==> src/rtl/kyber_pkg.sv <==
// kyber_pkg: Kyber constants, NTT controller states and modular arithmetic helpers
package kyber_pkg;
  localparam int Q = 3329;
  localparam int N = 256;
  localparam int DATA_W = 12;
  localparam int ADDR_W = 8;
  localparam int PW = 2 * DATA_W;
  typedef enum logic [2:0] {IDLE, READ, WAIT, CALC, WRITE, DONE} state_t;
  function automatic logic [DATA_W-1:0] mod_add(input logic [DATA_W-1:0] a, input logic [DATA_W-1:0] b);
    logic [DATA_W:0] s;
    s = {1'b0, a} + {1'b0, b};
    return s >= (DATA_W+1)'(Q) ? DATA_W'(s - (DATA_W+1)'(Q)) : DATA_W'(s);
  endfunction
  function automatic logic [DATA_W-1:0] mod_sub(input logic [DATA_W-1:0] a, input logic [DATA_W-1:0] b);
    logic [DATA_W:0] d;
    d = {1'b0, a} + (DATA_W+1)'(Q) - {1'b0, b};
    return a >= b ? a - b : DATA_W'(d);
  endfunction
  function automatic logic [DATA_W-1:0] mod_mul(input logic [DATA_W-1:0] a, input logic [DATA_W-1:0] b);
    logic [PW-1:0] p;
    p = {{DATA_W{1'b0}}, a} * {{DATA_W{1'b0}}, b};
    return DATA_W'(p % PW'(Q));
  endfunction
  function automatic logic [N-1:0][DATA_W-1:0] ram_init();
    logic [N-1:0][DATA_W-1:0] r;
    for (int i = 0; i < N; i++) r[i] = DATA_W'(i);
    return r;
  endfunction
endpackage

==> src/rtl/kyber_ntt_ram.sv <==
// kyber_ntt_ram: true dual-port coefficient RAM, registered reads, powers up with mem[i] = i
module kyber_ntt_ram import kyber_pkg::*; (
  input  logic              clk,
  input  logic              rst,
  input  logic              we_a,
  input  logic              we_b,
  input  logic [ADDR_W-1:0] addr_a,
  input  logic [ADDR_W-1:0] addr_b,
  input  logic [DATA_W-1:0] wdata_a,
  input  logic [DATA_W-1:0] wdata_b,
  output logic [DATA_W-1:0] q_a,
  output logic [DATA_W-1:0] q_b
);
  logic [N-1:0][DATA_W-1:0] mem = ram_init();
  always_ff @(posedge clk) begin
    if (we_a) mem[addr_a] <= wdata_a;
    if (we_b) mem[addr_b] <= wdata_b;
  end
  always_ff @(posedge clk)
    if (!rst) begin
      q_a <= '0;
      q_b <= '0;
    end else begin
      q_a <= mem[addr_a];
      q_b <= mem[addr_b];
    end
endmodule

==> src/rtl/kyber_ntt_top.sv <==
// kyber_ntt_top: one in-place length-128 Cooley-Tukey NTT layer over the internal coefficient RAM
module kyber_ntt_top import kyber_pkg::*; #(
  parameter logic [DATA_W-1:0] TWIDDLE = 1
) (
  input  logic              clk,
  input  logic              rst,
  input  logic              start,
  output logic              done,
  output logic [DATA_W-1:0] debug_ram_out_a,
  output logic [DATA_W-1:0] debug_ram_out_b
);
  state_t st;
  logic [6:0] j;
  logic [DATA_W-1:0] even, odd, t;
  logic we;
  assign t = mod_mul(debug_ram_out_b, TWIDDLE);
  assign done = st == DONE;
  assign we = st == WRITE && rst;
  always_ff @(posedge clk)
    if (!rst) begin
      st <= IDLE;
      j <= '0;
      even <= '0;
      odd <= '0;
    end else begin
      case (st)
        IDLE, DONE: if (start) begin
          st <= READ;
          j <= '0;
        end
        READ: st <= WAIT;
        WAIT: st <= CALC;
        CALC: begin
          even <= mod_add(debug_ram_out_a, t);
          odd <= mod_sub(debug_ram_out_a, t);
          st <= WRITE;
        end
        WRITE: begin
          st <= j == 7'd127 ? DONE : READ;
          j <= j + 7'd1;
        end
        default: st <= IDLE;
      endcase
    end
  kyber_ntt_ram ram_unit (
    .clk(clk),
    .rst(rst),
    .we_a(we),
    .we_b(we),
    .addr_a({1'b0, j}),
    .addr_b({1'b1, j}),
    .wdata_a(even),
    .wdata_b(odd),
    .q_a(debug_ram_out_a),
    .q_b(debug_ram_out_b)
  );
endmodule

==> config.mk <==
export PLATFORM = sky130hd
export DESIGN_NAME = kyber_ntt_top
export DESIGN_NICKNAME = d
export VERILOG_FILES = /design/src/rtl/kyber_pkg.sv /design/src/rtl/kyber_ntt_ram.sv /design/src/rtl/kyber_ntt_top.sv
export SDC_FILE = /design/constraint.sdc
export NUM_CORES = 2
export LEC_CHECK = 0
export ABC_AREA = 1
export CORE_UTILIZATION = 25
export DETAILED_ROUTE_END_ITERATION = 8
export DONT_BUFFER_PORTS = 1
export SLEW_MARGIN = 20
export SYNTH_ARGS = -nofsm -noshare
export SYNTH_HDL_FRONTEND = slang
export SYNTH_SLANG_ARGS = --single-unit
==> constraint.sdc <==
create_clock -name clk -period 6.2 [get_ports clk]
set_input_delay 1.55 -clock clk [delete_from_list [all_inputs] [get_ports clk]]
set_output_delay 1.55 -clock clk [all_outputs]
set_load 0.02 [all_outputs]
Yosys cells after proc, flatten, opt, wreduce, memory -nomap -nowiden:

Index checks and enable logic that the tools add are counted.

* flip-flop bits (word level): 3130

* $add $sub $neg: 6
* divide/modulo/power cells: 1
* magnitude comparators: 6
* eq/ne operators: 7
* mux-type cells: 19
* reductions and logical operators: 7

Operator list (number)
* 3072-bit bitwise mux: 2
* 3072-bit two-way mux: 2
* 12-bit binary-select mux with 7-bit select: 2
* 12-bit demux with 7-bit select: 2
* 12-bit two-way mux: 6
* 12-bit by 12-bit remainder unit with 24-bit output, second input constant: 1
* 12-bit subtractor: 2
* 3-bit one-hot mux with 5 select lines: 1
* 7-bit one-hot mux with 2 select lines: 1
* 12-bit by 12-bit adder with 13-bit output: 1
* 13-bit by 12-bit >= comparator with 1-bit output, second input constant: 1
* 12-bit adder, second input constant: 1
* 12-bit >= comparator: 1
* 12-bit subtractor, second input constant: 1
* 7-bit by 9-bit < comparator with 1-bit output, second input constant: 1
* 8-bit by 9-bit < comparator with 1-bit output, second input constant: 1
* 8-bit by 1-bit >= comparator with 1-bit output, second input constant: 1
* 7-bit by 1-bit adder with 7-bit output, second input constant: 1
* 7-bit equality test, second input constant: 1
* 7-bit by 1-bit >= comparator with 1-bit output, second input constant: 1
* 7-bit two-way mux: 1
* 3-bit by 2-bit equality test with 1-bit output, second input constant: 2
* 3-bit equality test, second input constant: 2
* 3-bit two-way mux: 2
* 7 further kinds: 9

Logic depth before layout (Yosys ltp):

* depth in word-level cells: 8
* mapped depth: 31
* depth with buffers taken out: 31

Hierarchy:

Synthesis repeated with hierarchy kept, for this count alone.

* cell total of the unflattened synthesis: 33749
* area, all modules: 195448.7 µm²

By module, submodules not included
* kyber_ntt_ram: times used 1, cells each 33068, area each 191149.6 µm², seq. area each 61979.4 µm²
* kyber_ntt_top: times used 1, cells each 681, area each 4299.1 µm², seq. area each 680.7 µm²

Worst setup path before layout:

Ideal clock, no wire load.

* path kind: input to register
* from: input port rst
* to: register ram_unit.mem[1586] (netlist bit), data pin
* arrival time: 3.728 ns
* setup slack: 2.332 ns
* cell stages on the path: 10
* cell sequence: inv_2 -> nor2_1 -> inv_2 -> nor2_1 -> inv_2 -> buf_2 -> nor2_1 -> inv_1 -> buf_2 -> nor2_1

* cells in the longest elaborated chain, start to end: 4

RTL lines
* from (decl): line kyber_ntt_top.sv:6 `input logic rst,`
* 1-bit logical AND *: line kyber_ntt_top.sv:18 `assign we = st == WRITE && rst;`
* 3072-bit two-way mux: line kyber_ntt_ram.sv:16 `if (we_a) mem[addr_a] <= wdata_a;`
* 3072-bit bitwise mux: line kyber_ntt_ram.sv:17 `if (we_b) mem[addr_b] <= wdata_b;`
* 3072-bit two-way mux *: line kyber_ntt_ram.sv:17
* to (signal, indexed assignment): line kyber_ntt_ram.sv:16
* to (signal, indexed assignment): line kyber_ntt_ram.sv:17
* to (decl): line kyber_ntt_ram.sv:14 `logic [N-1:0][DATA_W-1:0] mem = ram_init();`

Mark *: on every way between the ends. The rest lies on a longest branch, timed or not.
A chain may end at the register's enable or synchronous reset.

Worst setup path after layout:

* from: register j[0]
* to: register ram_unit.q_a[7]

* cells in the longest elaborated chain, start to end: 2

RTL lines
* from (decl): line kyber_ntt_top.sv:13 `logic [6:0] j;`
* from (signal assigned): line kyber_ntt_top.sv:40 `j <= j + 7'd1;`
* 12-bit binary-select mux with 7-bit select: line kyber_ntt_ram.sv:24 `q_a <= mem[addr_a];`
* 12-bit two-way mux (not written as such): line kyber_ntt_ram.sv:24
* to (signal assigned): line kyber_ntt_ram.sv:24
* to (decl): line kyber_ntt_ram.sv:11 `output logic [DATA_W-1:0] q_a,`

No other way between the ends. The select of a mux whose other input is x is not followed.

==> results.sh <==
export IMPL_drt_pass1_iter_count=6
export IMPL_setup_viol=0
export IMPL_final_cell_mix="edfxtp_1, nand2_1, nor2_1"
export IMPL_critPathMaxFanout=81
export IMPL_cts_tree="yes"
export IMPL_critPathBufInv=3
export IMPL_hold_viol=0
export IMPL_syn_nets=10500
export IMPL_avgSynthCellArea_um2=12.2
export IMPL_final_util_pct=28.8
export IMPL_synthFlopType="edfxtp_1"
export IMPL_post_drt_wl_per_cell_um=24.7
export IMPL_cpPeakStageDelay_ns=0.78
export IMPL_mostFrequentLayoutCell="edfxtp_1"
export IMPL_synth_top_cell_by_area="edfxtp_1"
export IMPL_drc_errors=0
export IMPL_grt_max_degree=105
export IMPL_async_flop_share_pct=0
export IMPL_synth_edf_count=3072
export IMPL_setup_tns_final_ns=0
export IMPL_fillCellCount=51000
export IMPL_ant_nets=0
export IMPL_crit_arrival_ns=5.74
export IMPL_grt_pass1_vias=79700
export IMPL_core_area_um2=507000
export IMPL_maxSlewHeadroom_pct=16.8
export IMPL_hold_buffers=0
export IMPL_synth_seq_cells=3130
export IMPL_root_buffer="clkbuf_16"
export IMPL_drive_above_1_share_pct=9.67
export IMPL_max_freq_mhz=200
export IMPL_routed_wl_um=430000
export IMPL_num_nets_final=10500
export IMPL_io_buffers=0
export IMPL_path_class="flop to flop"
export IMPL_clock_sinks=3130
export IMPL_synthDistinctLibCells=50
export IMPL_min_period_over_period_pct=80.8
export IMPL_overflow=0
export IMPL_path_cells="inv_4, nand3_4, inv_16, buf_4, a22oi_1, nand4_1, nand2_1, nand2_1, nor2_1, nand2_1, nor2_1, a21oi_1"
export IMPL_die_w_um=716
export IMPL_crit_required_ns=6.93
export IMPL_synth_top_area_share_pct=72.4
export IMPL_path_common_cell="nand2_1"
export IMPL_cts_resized=0
export IMPL_cts_buffer_depth=4
export IMPL_ir_drop_mv=0.241
export IMPL_areaGrowthSynthToFinish_pct=14.6
export IMPL_cts_setup_buffers=0
export IMPL_hold_slack_ns=0.529
export IMPL_gp_congestion=0.879
export IMPL_status="complete, no violations"
export IMPL_drt_iter0_drc=12600
export IMPL_cp_start_kind="flop"
export IMPL_path_clk_slew_ns=0.06
export IMPL_io_pins=28
export IMPL_fp_dieArea_um2=512000
export IMPL_synth_area_um2=127000
export IMPL_rsz0062_at_grt="false"
export IMPL_routed_via_density=4.94
export IMPL_start_util_pct=25.2
export IMPL_rows=261
export IMPL_p_leak_nw=47.6
export IMPL_power_density_nw_per_um2=296
export IMPL_antenna_found_initial=21
export IMPL_vias=85900
export IMPL_htreeDepth=5
export IMPL_cap_violations=0
export IMPL_fin_worst_skew_ns=0.0690
export IMPL_insertion_delay_ns=0.96
export IMPL_min_period_ns=5.01
export IMPL_ys_seq_area_share_pct=73.3
export IMPL_grtUsageTotal_pct=16.1
export IMPL_dp_hpwl_um=254000
export IMPL_tightest_slew_ns=1.25
export IMPL_grt_pass1_wl_um=603000
export IMPL_final_max_slew_violation_count=0
export IMPL_yosys_warnings=0
export IMPL_synth_area_top_cells="edfxtp_1, nand2_1, nor2_1, a22oi_1, nand4_1"
export IMPL_hold_class="flop to flop"
export IMPL_fp_dieH_um=716
export IMPL_crit_family="simple AND/OR/NAND/NOR gates"
export IMPL_crit_path_top_delay_cell="nor2_1"
export IMPL_syn_inst=10500
export IMPL_cts_buffers=329
export IMPL_end_kind="flop"
power breakdown:
part           switching (mW)  internal [mW]  total (mW)
registers               0.106           23.0        23.1
clock network            8.59           10.8        19.4
logic                   0.571          0.139       0.710
total                    9.27           33.9        43.2
flip-flops by register name, summed over array words and instances, names as in the netlist:
signal	cells
ram_unit.q_a	12
odd	12
j	7
ram_unit.q_b	12
ram_unit.mem	3072
even	12
st	3
logic make-up after synthesis:
logic type | count (synthesis) | synth area share [%]
flops | 3130 | 73.3
xor+xnor | 29 | 0.199
buf+inv | 1159 | 4.02
compound gates | 1106 | 6.17
fa+ha+maj | 56 | 0.609
simple gates | 4993 | 15.7
worst register-to-register path, cell delays in order, from the launching register on:
cell and delay, ns:
dfxtp_1 0.75, inv_4 0.22, nand3_4 0.40, inv_16 0.31, buf_4 0.44, a22oi_1 0.27
nand4_1 0.18, nand2_1 0.09, nand2_1 0.27, nor2_1 0.64, nand2_1 0.11, nor2_1 0.78
a21oi_1 0.33
metrics by stage:
stage,total power [mW],worst slack (ns),cell area [µm²],std cells
floorplan,23.9,2.33,127000,10500
global placement,24.3,1.52,135000,16800
detailed placement,24.3,1.49,135000,16800
CTS,43.3,1.48,146000,17400
global route,44.1,1.14,146000,17400
finish,43.2,1.19,146000,17400
layer usage:
layer  vias up  share of wire, %  GRT usage, %
li1      36600                 -             -
met1     43000                39          21.8
met2      5443                44          24.4
met3       876                12          3.75
met4        10               5.4          7.72
met5         -             0.013             0
path summary, 6_finish.rpt:
check	end	from	slack [ns]	cells after the start
min reg2reg	odd[4]	odd[4]	0.53	2
min	odd[4]	odd[4]	0.53	2
max reg2reg	ram_unit.q_a[7]	j[0]	1.19	12
max	ram_unit.q_a[7]	j[0]	1.19	12
cells in the mapped netlist, drive strengths merged (2+ instances only):
cell / n
a31oi: 4
nand3b: 7
fa: 10
clkbuf: 275
o2111ai: 65
nor2: 1924
a22o: 84
nand2: 2562
o21ai: 181
ha: 46
a22oi: 333
xor2: 23
xnor2: 6
a211oi: 3
a221oi: 177
nor3: 12
a21oi: 199
o21a: 4
inv: 471
o211ai: 16
nand4: 281
and3: 21
edfxtp: 3072
nand3: 184
clkinv: 3
dfxtp: 58
buf: 410
o31ai: 35
o22ai: 2
area by class of cell:
class / count / area [µm²] / share of cell area, %
clock inverters: 188 / 1830 / 1.26
multi-input cells: 6184 / 29200 / 20.0
flip-flops and latches: 3130 / 93500 / 64.0
inverters: 474 / 1910 / 1.31
well taps: 6706 / 8390 / 5.75
repair buffers: 300 / 2560 / 1.75
clock buffers: 406 / 8570 / 5.87
diodes: 10 / 25.0 / 0.0171
Power figures use the tool's default switching activity.
